`src/rtl/button_pkg.sv`:
```
// Shared button front-end types and default timing constants.
// Default counts are also used by the blinker timer.
package button_pkg;

    typedef enum logic [1:0] {
        IDLE,
        PRESS_WAIT,
        HELD,
        RELEASE_WAIT
    } btn_state_t;

    localparam int DEF_DEBOUNCE_CYCLES = 1000;
    localparam int DEF_REPEAT_DELAY    = 50000000;
    localparam int DEF_REPEAT_PERIOD   = 12500000;

endpackage

```
`src/rtl/debounce_channel.sv`:
```
// One button: 2-FF sync, debounce FSM, registered press pulse.
// Auto-repeat while held is built only with AUTO_REPEAT_EN defined.
module debounce_channel
    import button_pkg::*;
#(
    parameter int DEBOUNCE_CYCLES = DEF_DEBOUNCE_CYCLES,
    parameter int REPEAT_DELAY    = DEF_REPEAT_DELAY,
    parameter int REPEAT_PERIOD   = DEF_REPEAT_PERIOD
) (
    input  logic clk,
    input  logic rst,
    input  logic raw,
    output logic level,
    output logic press
);

    localparam int CW = $clog2(DEBOUNCE_CYCLES + 1);
    localparam logic [CW-1:0] CNT_MAX  = CW'(DEBOUNCE_CYCLES);
    localparam logic [CW-1:0] CNT_LAST = CW'(DEBOUNCE_CYCLES - 1);
    localparam bit SINGLE = (DEBOUNCE_CYCLES == 1);

    logic          s1, s2;
    btn_state_t    state, state_n;
    logic [CW-1:0] cnt, cnt_n, cnt_inc;
    logic          accept;
    logic          rep_hit;

    always_ff @(posedge clk) begin
        if (!rst) begin
            s1 <= 1'b0;
            s2 <= 1'b0;
        end else begin
            s1 <= raw;
            s2 <= s1;
        end
    end

    always_ff @(posedge clk) begin
        if (!rst) begin
            state <= IDLE;
            cnt   <= '0;
            press <= 1'b0;
        end else begin
            state <= state_n;
            cnt   <= cnt_n;
            press <= accept | rep_hit;
        end
    end

    // cnt holds stable samples already seen; the current one completes the run
    assign cnt_inc = (cnt == CNT_MAX) ? cnt : cnt + 1'b1;

    always_comb begin
        state_n = state;
        cnt_n   = cnt;
        accept  = 1'b0;
        unique case (state)
            IDLE: begin
                if (s2) begin
                    if (SINGLE) begin
                        state_n = HELD;
                        accept  = 1'b1;
                    end else begin
                        state_n = PRESS_WAIT;
                        cnt_n   = CW'(1);
                    end
                end
            end
            PRESS_WAIT: begin
                if (!s2) begin
                    state_n = IDLE;
                    cnt_n   = '0;
                end else if (cnt == CNT_LAST) begin
                    state_n = HELD;
                    cnt_n   = '0;
                    accept  = 1'b1;
                end else begin
                    cnt_n = cnt_inc;
                end
            end
            HELD: begin
                if (!s2) begin
                    if (SINGLE) begin
                        state_n = IDLE;
                    end else begin
                        state_n = RELEASE_WAIT;
                        cnt_n   = CW'(1);
                    end
                end
            end
            RELEASE_WAIT: begin
                if (s2) begin
                    state_n = HELD;
                    cnt_n   = '0;
                end else if (cnt == CNT_LAST) begin
                    state_n = IDLE;
                    cnt_n   = '0;
                end else begin
                    cnt_n = cnt_inc;
                end
            end
            default: begin
                state_n = IDLE;
                cnt_n   = '0;
            end
        endcase
    end

    always_comb begin
        level = (state == HELD) || (state == RELEASE_WAIT);
    end

`ifdef AUTO_REPEAT_EN
    localparam int HMAX = (REPEAT_DELAY > REPEAT_PERIOD) ?
                          REPEAT_DELAY : REPEAT_PERIOD;
    localparam int HW = $clog2(HMAX + 1);

    logic [HW-1:0] hc, hc_inc, hc_target;
    logic          rep;
    logic          holding;

    assign holding   = (state == HELD) && (state_n == HELD);
    assign hc_inc    = hc + 1'b1;
    assign hc_target = rep ? HW'(REPEAT_PERIOD) : HW'(REPEAT_DELAY);
    assign rep_hit   = holding && (hc_inc == hc_target);

    always_ff @(posedge clk) begin
        if (!rst || !holding) begin
            hc  <= '0;
            rep <= 1'b0;
        end else if (rep_hit) begin
            hc  <= '0;
            rep <= 1'b1;
        end else begin
            hc <= hc_inc;
        end
    end
`else
    logic unused_repeat_cfg;
    assign unused_repeat_cfg = ^{REPEAT_DELAY, REPEAT_PERIOD};
    assign rep_hit = 1'b0;
`endif

endmodule

```
`src/rtl/button_conditioner.sv`:
```
// Two debounced buttons -> registered shift requests and levels.
// Define AUTO_REPEAT_EN to enable auto-repeat while a button is held.
module button_conditioner
    import button_pkg::*;
#(
    parameter int DEBOUNCE_CYCLES = DEF_DEBOUNCE_CYCLES,
    parameter int REPEAT_DELAY    = DEF_REPEAT_DELAY,
    parameter int REPEAT_PERIOD   = DEF_REPEAT_PERIOD
) (
    input  logic clk,
    input  logic rst,
    input  logic btn_left_raw,
    input  logic btn_right_raw,
    output logic shift_left,
    output logic shift_right,
    output logic left_level,
    output logic right_level
);

    logic l_level, l_press;
    logic r_level, r_press;

    debounce_channel #(
        .DEBOUNCE_CYCLES(DEBOUNCE_CYCLES),
        .REPEAT_DELAY   (REPEAT_DELAY),
        .REPEAT_PERIOD  (REPEAT_PERIOD)
    ) u_left (
        .clk  (clk),
        .rst  (rst),
        .raw  (btn_left_raw),
        .level(l_level),
        .press(l_press)
    );

    debounce_channel #(
        .DEBOUNCE_CYCLES(DEBOUNCE_CYCLES),
        .REPEAT_DELAY   (REPEAT_DELAY),
        .REPEAT_PERIOD  (REPEAT_PERIOD)
    ) u_right (
        .clk  (clk),
        .rst  (rst),
        .raw  (btn_right_raw),
        .level(r_level),
        .press(r_press)
    );

    // simultaneous presses are ambiguous, so drop both
    always_ff @(posedge clk) begin
        if (!rst) begin
            shift_left  <= 1'b0;
            shift_right <= 1'b0;
            left_level  <= 1'b0;
            right_level <= 1'b0;
        end else begin
            shift_left  <= l_press & ~r_press;
            shift_right <= r_press & ~l_press;
            left_level  <= l_level;
            right_level <= r_level;
        end
    end

endmodule

```
`config.mk`:
```
export PLATFORM = sky130hd
export DESIGN_NAME = button_conditioner
export DESIGN_NICKNAME = d
export VERILOG_FILES = /design/src/rtl/button_pkg.sv /design/src/rtl/debounce_channel.sv /design/src/rtl/button_conditioner.sv
export SDC_FILE = /design/constraint.sdc
export NUM_CORES = 1
export LEC_CHECK = 0
export CORE_ASPECT_RATIO = 2
export CORE_MARGIN = 3
export CORE_UTILIZATION = 63
export DETAILED_ROUTE_END_ITERATION = 6
export GPL_ROUTABILITY_DRIVEN = 0
export MAX_ROUTING_LAYER = met4
export PLACE_DENSITY_LB_ADDON = 0.05
export SYNTH_ARGS = -nofsm -noshare
export SYNTH_HDL_FRONTEND = slang
export SYNTH_SLANG_ARGS = --single-unit
```
`constraint.sdc`:
```
create_clock -name clk -period 4.8 [get_ports clk]
set_input_delay 0.96 -clock clk [delete_from_list [all_inputs] [get_ports clk]]
set_output_delay 0.96 -clock clk [all_outputs]
set_load 0.01 [all_outputs]
```
==> results.cfg, run 1 <==
[status]
status = finished, final reports clean

[synth]
synth.area.mux_share_pct = 1.16
synth-xor-area-share_pct = 3.03
synth_compound_area_share_pct = 17.9
synth-edff-count = 0
synth.most_common_cell = dfxtp_1
synth.distinct_cells = 47
syn_area_per_cell_sq_um = 8.58
netlist_top_cells_count = dfxtp_1 (34), nand2_1 (25), inv_1 (11)
syn-cell-area_sq_um = 1730
seq_area_frac_synth_pct = 39.3
yosysTopAreaCell = dfxtp_1
ys_top_cells_by_area = dfxtp_1 (39%), nand2_1 (5.4%), a21oi_1 (2.9%), ha_1 (2.9%), nand3_1 (2.6%)
synth_top_area_share_pct = 39.3
synth_top_family_by_area = simple AND/OR/NAND/NOR gates
yosys.area_share.simple_pct = 30.6
syn_inst = 202
synthArstFlopShare_pct = 0
synth_fp_nets = 210
yosysWarnings = 0
ys.flop_type = dfxtp_1
ys_seq_elements = 34
synthAdderAreaFrac_pct = 2.89

[route]
routed_wl_um = 3770
final_antenna_net_count = 0
wl_per_cell_um = 16.0
drt_iter0_markers = 52
drc_errors = 0
dr.pass1.iters = 4
viasPerCell = 6.49
dr_total_vias = 1526

[power_and_ir_drop]
combPwrFrac_pct = 4.2
p_int_mw = 0.409
power_mw = 0.530
seqPwrFrac_pct = 54.6
switching_share_pct = 22.7
p_leak_nw = 0.626
power.share.clock_pct = 41.2
peakVddDrop_v = 0.000240
power_switching_mw = 0.120
power_density_nw_per_um2 = 281

[placed_design]
io_buffers = 7
place_area_sq_um = 1790
hpwl_um = 2800

[finish]
antenna_cells = 0
fin_area_sq_um = 1890
drive_gt1_share_pct = 8.21
area_growth_pct = 8.81
nets = 214
fillers = 218
final_core_util_pct = 72.5

[sta]
holdWs_ns = 0.412
timing.final.crit_share_pct = 56.5
final.setup.tns_ns = 0
fmax_mhz = 369
setup_viol = 0
finalHoldViolCount = 0
tightest_slew_ns = 0.854
rsz0062_at_grt = false
period_needed_ns = 2.71
clock_skew_ns = 0.00358
slew_headroom_pct = 42.9
finalMaxSlewViolations = 0

[worst_setup_path]
path_class = in -> reg
worstPathMaxFanout = 18
cp-startpoint = rst
crit_end = u_right.cnt[6]$_SDFFE_PN0P_
end_kind = flip-flop
startpoint_type = input pin
crit_required_ns = 5.01
regToRegEndpoint = u_right.cnt[1]$_SDFFE_PN0P_
r2r_slack_ns = 2.83
critPathArrivalTime_ns = 2.92
reg2reg_depth = 4

[die]
rows = 26
die_h_um = 80.2
chipWidth_um = 43.1
core_sq_um = 2600
initial_core_util_pct = 66.6
dieArea_sq_um = 3450
pin_count = 8

[clocking]
cts.sinks = 34
cts_resized = 0
htree_levels = 2
cts.clk_slew.worst_paths_ns = 0.07
holdBufCountCts = 0
cts_buffer_depth = 2
cts_setup_buffers = 0
cts-root-buf = clkbuf_8
cts_buffers = 5
clock_latency_ns = 0.29
cts_tree = done

[global_routing]
use_met1_pct = 22.9
antenna_found_initial = 0
grt_overflow = 0
track_usage_pct = 25.8
grtUsageMet2_pct = 45.4
grt.busiest_layer = met2
grt_pass1_vias = 1552
grt_first_pass_wirelength_um = 6560
use_met3_pct = 5.38
grt_max_degree = 19

[flow_run]
maxCapViolCount = 0

[min_path]
hold_class = reg -> reg
[worst min-delay path by stage]
| stage | start | depth (start not counted) | to |
|---|---|---|---|
| floorplan | u_left.press$_SDFF_PN0_ | 1 | shift_right$_SDFF_PN0_ |
| global placement | u_left.press$_SDFF_PN0_ | 1 | shift_right$_SDFF_PN0_ |
| detailed placement | u_right.press$_SDFF_PN0_ | 1 | shift_left$_SDFF_PN0_ |
| CTS | u_right.press$_SDFF_PN0_ | 1 | shift_left$_SDFF_PN0_ |
| global route | u_right.press$_SDFF_PN0_ | 1 | shift_left$_SDFF_PN0_ |
| finish | u_right.press$_SDFF_PN0_ | 1 | shift_left$_SDFF_PN0_ |
[critical path, stage by stage]
cell and delay (ns):
clkdlybuf4s50_1 0.80, inv_1 0.37, nor3_1 0.52, a31oi_1 0.09, o22ai_1 0.18
[layout by cell type, fill, tap and decap left out, types with 7 or more instances in the layout]
cell type	instances
and2_1	7
clkdlybuf4s50_1	7
o21ai_0	8
dfxtp_1	34
nor3_1	7
a21oi_1	10
inv_1	11
nand3_1	9
nand2_1	25
[power groups by stage]
stage | Sequential (mW) | Combinational, mW | Clock, mW
2_1_floorplan | 0.294 | 0.0167 | 0
3_5_place_dp | 0.296 | 0.0219 | 0
5_1_grt | 0.290 | 0.0249 | 0.232
3_3_place_gp | 0.296 | 0.0215 | 0
4_1_cts | 0.289 | 0.0221 | 0.224
6_report | 0.289 | 0.0220 | 0.218
[per-layer routing]
metal  vias up  part of all wire (%)
li1        751                     -
met1       723                    36
met2        36                    57
met3        16                   2.2
met4         0                   4.2
met5         -                     0
[state kept, by name (all words and copies together) (netlist names), named ones only]
| signal | cells |
|---|---|
| u_left.cnt | 10 |
| u_right.cnt | 10 |
| left_level | 1 |
| right_level | 1 |
| shift_left | 1 |
| shift_right | 1 |
| u_left.press | 1 |
| u_left.s1 | 1 |
| u_left.s2 | 1 |
| u_left.state | 1 |
| u_right.press | 1 |
| u_right.s1 | 1 |
| u_right.s2 | 1 |
| u_right.state | 1 |
[stage by stage]
stage | worst slack (ns) | std cells
2_1_floorplan | 2.86 | 202
3_3_place_gp | 1.88 | 227
3_5_place_dp | 1.80 | 227
4_1_cts | 2.10 | 235
5_1_grt | 1.81 | 235
6_report | 2.09 | 235
[cell families (layout without fill, tap and decap cells)]
group	count (synthesis)	in the layout
multiplexers	2	2
XOR/XNOR	6	6
adder cells (fa/ha/maj)	4	4
buffers and inverters	21	26
AND/OR/NAND/NOR	89	89
AO/OA/AOI/OAI	46	46
flip-flops	34	34
[final cells by class]
type	count	area (sq um)	share of cell area [%]
Clock buffer	6	82.6	4.38
Clock inverter	2	12.5	0.664
Tap cell	28	35.0	1.86
Timing Repair Buffer	7	70.1	3.72
Sequential cell	34	681	36.1
Multi-Input combinational cell	147	963	51.1
Inverter	11	41.3	2.19
Note: power is estimated with default switching activity, not from simulation.
==> inputs of run 2 (changes only) <==
--- a/config.mk
+++ b/config.mk
@@ -7,7 +7,7 @@
 export LEC_CHECK = 0
 export CORE_ASPECT_RATIO = 2
 export CORE_MARGIN = 3
-export CORE_UTILIZATION = 63
+export CORE_UTILIZATION = 59
 export DETAILED_ROUTE_END_ITERATION = 6
 export GPL_ROUTABILITY_DRIVEN = 0
 export MAX_ROUTING_LAYER = met4
==> constraint.sdc (replaced) <==
create_clock -name clk -period 2.7 [get_ports clk]
set_input_delay 0.54 -clock clk [delete_from_list [all_inputs] [get_ports clk]]
set_output_delay 0.54 -clock clk [all_outputs]
set_load 0.01 [all_outputs]
==> run 2 against run 1 <==
  * Core utilization shrank 3.3 points
  * Clock skew grew 0.0022 ns
  * Cell count rose by 1.3%
  * Sequential power grew 78%
  * Die area increased by 6.0%
  * Hold slack gained 0.0057 ns
  * Critical endpoint is now u_right.cnt[9]$_SDFFE_PN0P_
==> results.cfg, run 2 (same netlist as run 1, synthesis figures left out) <==
[finish]
area_growth_pct = 10.5
reg.largest.list = u_left.cnt: 10 flops, u_right.cnt: 10 flops
nets = 216
final_common_cell = dfxtp_1
antenna_cells = 0
final_cell_mix = dfxtp_1 (34), nand2_1 (25), inv_1 (11)
drive_gt1_share_pct = 9.09

[min_path]
hold_class = reg -> reg
min_to = shift_left$_SDFF_PN0_
worstHoldStart = u_right.press$_SDFF_PN0_
holdPathStages = 1

[global_routing]
grt_overflow = 0
grt_max_degree = 18
track_usage_pct = 24.3
grt_pass1_vias = 1512
antenna_found_initial = 0
grt_first_pass_wirelength_um = 6420

[route]
drc_errors = 0
dr_total_vias = 1525
viasPerCell = 6.41
dr.pass1.iters = 4
routed_wl_um = 3890
wl_met2_um = 2200
drt-met1-wl_um = 1450
wl_met3_um = 119
final_antenna_net_count = 0
top_layer_used = met4
drt_iter0_markers = 66
wl_per_cell_um = 16.4

[worst_setup_path]
worstPathMaxFanout = 11
crit_required_ns = 2.87
end_kind = flip-flop
critPathArrivalTime_ns = 1.96
path_buf_inv = 0
path_cells = nand4_4, or4_4, nand2_1, o211ai_1
path_class = reg -> reg
rr_startpoint = u_right.cnt[5]$_SDFFE_PN0P_
regToRegEndpoint = u_right.cnt[9]$_SDFFE_PN0P_
cpPeakStageDelay_ns = 0.66
r2r_slack_ns = 0.91
critPathSlowestCell = or4_4
startpoint_type = flip-flop
reg2reg_depth = 4
cpLargestDelayFamily = simple AND/OR/NAND/NOR gates

[sta]
fmax_mhz = 560
setup_viol = 0
clock_skew_ns = 0.00580
finalHoldViolCount = 0
slew_headroom_pct = 56.6
finalMaxSlewViolations = 0
rsz0062_at_grt = false
timing.final.crit_share_pct = 66.1
final.setup.tns_ns = 0
tightest_slew_ns = 0.649
period_needed_ns = 1.79

[power_and_ir_drop]
power_density_nw_per_um2 = 532
p_leak_nw = 0.647
power_mw = 1.02
peakVddDrop_v = 0.000428

[clocking]
cts.clk_slew.worst_paths_ns = 0.07
cts.sinks = 34
cts-root-buf = clkbuf_8
clock_latency_ns = 0.29
cts_buffers = 5
cts_setup_buffers = 0
cts_tree = done
cts_resized = 0
htree_levels = 2
cts_buffer_depth = 2
holdBufCountCts = 0

[die]
dieArea_sq_um = 3660
initial_core_util_pct = 62.6
pin_count = 8
die_h_um = 82.6
core_sq_um = 2770
rows = 27
chipWidth_um = 44.3

[status]
status = finished, final reports clean

[placed_design]
hpwl_um = 2860
io_buffers = 7

[flow_run]
maxCapViolCount = 0
==> run 2: how the worst max path moves through the flow <==
stage / start / end / slack (ns) / cells after the start
floorplan: u_right.cnt[5]$_SDFFE_PN0P_ / flip-flop / 1.11 / 5
detailed placement: rst / u_right.cnt[6]$_SDFFE_PN0P_ / 0.65 / 5
global route: u_left.cnt[1]$_SDFFE_PN0P_ / u_left.cnt[9]$_SDFFE_PN0P_ / 0.75 / 5
finish: u_right.cnt[5]$_SDFFE_PN0P_ / u_right.cnt[9]$_SDFFE_PN0P_ / 0.91 / 4
CTS: u_right.cnt[5]$_SDFFE_PN0P_ / u_right.cnt[9]$_SDFFE_PN0P_ / 0.93 / 4
global placement: rst / u_right.cnt[6]$_SDFFE_PN0P_ / 0.70 / 5
==> run 2: metrics by stage <==
stage	cells	hold slack [ns]	utilization, %	worst slack [ns]	cell area, sq um
4_1_cts	238	0.415	69.2	0.930	1920
3_3_place_gp	230	0.395	65.2	0.701	1810
2_1_floorplan	202	0.382	-	1.11	1730
6_report	238	0.418	69.2	0.914	1920
5_1_grt	238	0.435	69.2	0.753	1920
3_5_place_dp	230	0.405	65.2	0.654	1810
==> run 2: power by group <==
group | total (mW) | switching, mW | internal, mW
Sequential | 0.515 | 0.00748 | 0.508
Combinational | 0.0421 | 0.0251 | 0.0170
Clock | 0.461 | 0.190 | 0.271
Total | 1.02 | 0.222 | 0.796
==> run 2: layer usage <==
metal,vias up,global-route usage [%]
met5,-,-
met4,0,16.9
met3,13,3.69
met2,34,43.4
met1,726,22.9
li1,752,-
==> run 2: cell type report <==
| class | instances | area [sq um] |
|---|---|---|
| Inverter | 11 | 41.3 |
| Multi-Input combinational cell | 147 | 963 |
| Fill cell | 231 | 855 |
| Sequential cell | 34 | 681 |
| Clock inverter | 3 | 40.0 |
| Clock buffer | 5 | 68.8 |
| Timing Repair Buffer | 9 | 85.1 |
| Tap cell | 29 | 36.3 |
==> inputs of run 3 (changes only) <==
--- a/config.mk
+++ b/config.mk
@@ -7,7 +7,7 @@
 export LEC_CHECK = 0
 export CORE_ASPECT_RATIO = 2
 export CORE_MARGIN = 3
-export CORE_UTILIZATION = 59
+export CORE_UTILIZATION = 53
 export DETAILED_ROUTE_END_ITERATION = 6
 export GPL_ROUTABILITY_DRIVEN = 0
 export MAX_ROUTING_LAYER = met4
==> constraint.sdc (replaced) <==
create_clock -name clk -period 1.5 [get_ports clk]
set_input_delay 0.3 -clock clk [delete_from_list [all_inputs] [get_ports clk]]
set_output_delay 0.3 -clock clk [all_outputs]
set_load 0.01 [all_outputs]
==> run 3 against run 2 <==
  * The flow now finishes with violations (negative setup slack)
  * Combinational power rose to 2.7 times the previous value
  * Global-route usage rose by 4.5 points
  * Sequential power rose by 79%
  * First-iteration DRC count rose by 12%
  * Hold slack improved by 0.0037 ns
  * Clock power rose by 79%
  * Routed wire length rose by 26%
  * Critical path depth rose by 1
  * Largest power group unchanged
==> results.cfg, run 3 (same netlist as run 1, synthesis figures left out) <==
[die]
core_sq_um = 3050
initial_core_util_pct = 56.9
chipWidth_um = 46.4
pin_count = 8
die_h_um = 86.9
dieArea_sq_um = 4030
rows = 28

[min_path]
hold_class = reg -> reg
worstHoldStart = u_left.press$_SDFF_PN0_
holdPathStages = 1

[sta]
rsz0062_at_grt = true
period_needed_ns = 1.56
fmax_mhz = 639
finalMaxSlewViolations = 0
clock_skew_ns = 0.0107
finalHoldViolCount = 0
setup_viol = 5
tightest_slew_ns = 0.267
slew_headroom_pct = 82.2
timing.final.crit_share_pct = 104
holdWs_ns = 0.422
setup_ws_ns = -0.0647

[finish]
area_growth_pct = 40.2
drive_gt1_share_pct = 37.8
final_cell_mix = buf_4 (39), dfxtp_1 (23), nand2_1 (22)
final_common_cell = buf_4
stdcell_count = 281
fillers = 217
antenna_cells = 0
reg.largest.list = u_left.cnt: 10 flops, u_right.cnt: 10 flops
nets = 258

[global_routing]
grt_overflow = 0
grt_pass1_vias = 1821
grt_first_pass_wirelength_um = 8180
antenna_found_initial = 0
track_usage_pct = 28.8
grt_max_degree = 14

[route]
drt_iter0_markers = 74
drc_errors = 0
viasPerCell = 6.09
dr_total_vias = 1710
final_antenna_net_count = 0
wl_per_cell_um = 17.4
dr.pass1.iters = 4
routed_wl_um = 4890

[placed_design]
hpwl_um = 3440
numPlacedInstances = 267
io_buffers = 7
dp_worst_setup_slack_ns = -0.0950

[status]
violations = negative setup slack
status = finished with violations

[clocking]
cts.sinks = 34
holdBufCountCts = 0
cts.clk_slew.worst_paths_ns = 0.07
cts_tree = done
cts_buffer_depth = 2
htree_levels = 2
clock_latency_ns = 0.29
cts-root-buf = clkbuf_8
cts_buffers = 5

[worst_setup_path]
cp-startpoint = u_right.cnt[0]$_SDFFE_PN0P_
crit_required_ns = 1.72
rr_startpoint = u_right.cnt[0]$_SDFFE_PN0P_
worstPathMaxFanout = 6
path_class = reg -> reg
critPathArrivalTime_ns = 1.78
end_kind = flip-flop
reg2reg_depth = 5
startpoint_type = flip-flop

[power_and_ir_drop]
power_density_nw_per_um2 = 766
p_leak_nw = 0.904
peakVddDrop_v = 0.000885

[flow_run]
maxCapViolCount = 0
## run 3: metrics by stage
step                      setup TNS (ns)  util, %  power (mW)  instance area (sq um)
final                             -0.169     79.7        1.86                   2430
after global routing              -0.657     79.7        1.93                   2430
after global placement            -0.177     69.1        1.04                   2110
after detailed placement          -0.688     69.1        1.04                   2110
after CTS                         -0.251     75.6        1.86                   2300
after floorplan                  -0.0176        -       0.996                   1760
## run 3: worst max-delay path, cell delays in order, from the launching register on
cell,delay (ns)
dfxtp_4,0.37
ha_4,0.13
nand2_2,0.05
or4_4,0.56
a21oi_4,0.19
mux2i_1,0.19
## run 3: final cells by class
type	count	area (sq um)	area share, %
repair buffers	50	408	16.8
flip-flops and latches	34	707	29.1
inverters	11	43.8	1.80
well taps	30	37.5	1.54
clock buffers	5	68.8	2.83
multi-input cells	148	1120	46.3
clock inverters	3	40.0	1.65
## run 3: final timing paths
path | slack (ns) | end
setup / recovery | -0.06 | flip-flop
hold / removal | 0.42 | shift_right$_SDFF_PN0_
hold reg to reg | 0.42 | shift_right$_SDFF_PN0_
setup reg to reg | -0.06 | flip-flop
## run 3: repair_timing
action                     CTS  global route
setup endpoints to repair   15            21
pin swaps                   12            14
buffers inserted             3             3
gates cloned                 1             0
gates resized for setup     12            29
## run 3: power breakdown
| part | leakage [nW] | internal, mW | switching [mW] | total (mW) |
|---|---|---|---|---|
| registers | 0.282 | 0.908 | 0.0131 | 0.921 |
| clock network | 0.0579 | 0.489 | 0.338 | 0.827 |
| logic | 0.564 | 0.0560 | 0.0578 | 0.114 |
| total | 0.904 | 1.45 | 0.409 | 1.86 |
## run 3: metal layers
layer	wire length (um)	vias up	global-route usage [%]
met5	0	-	-
met4	126	0	16.1
met3	100	15	4.76
met2	2900	35	51.9
met1	1760	828	26.4
li1	-	832	-
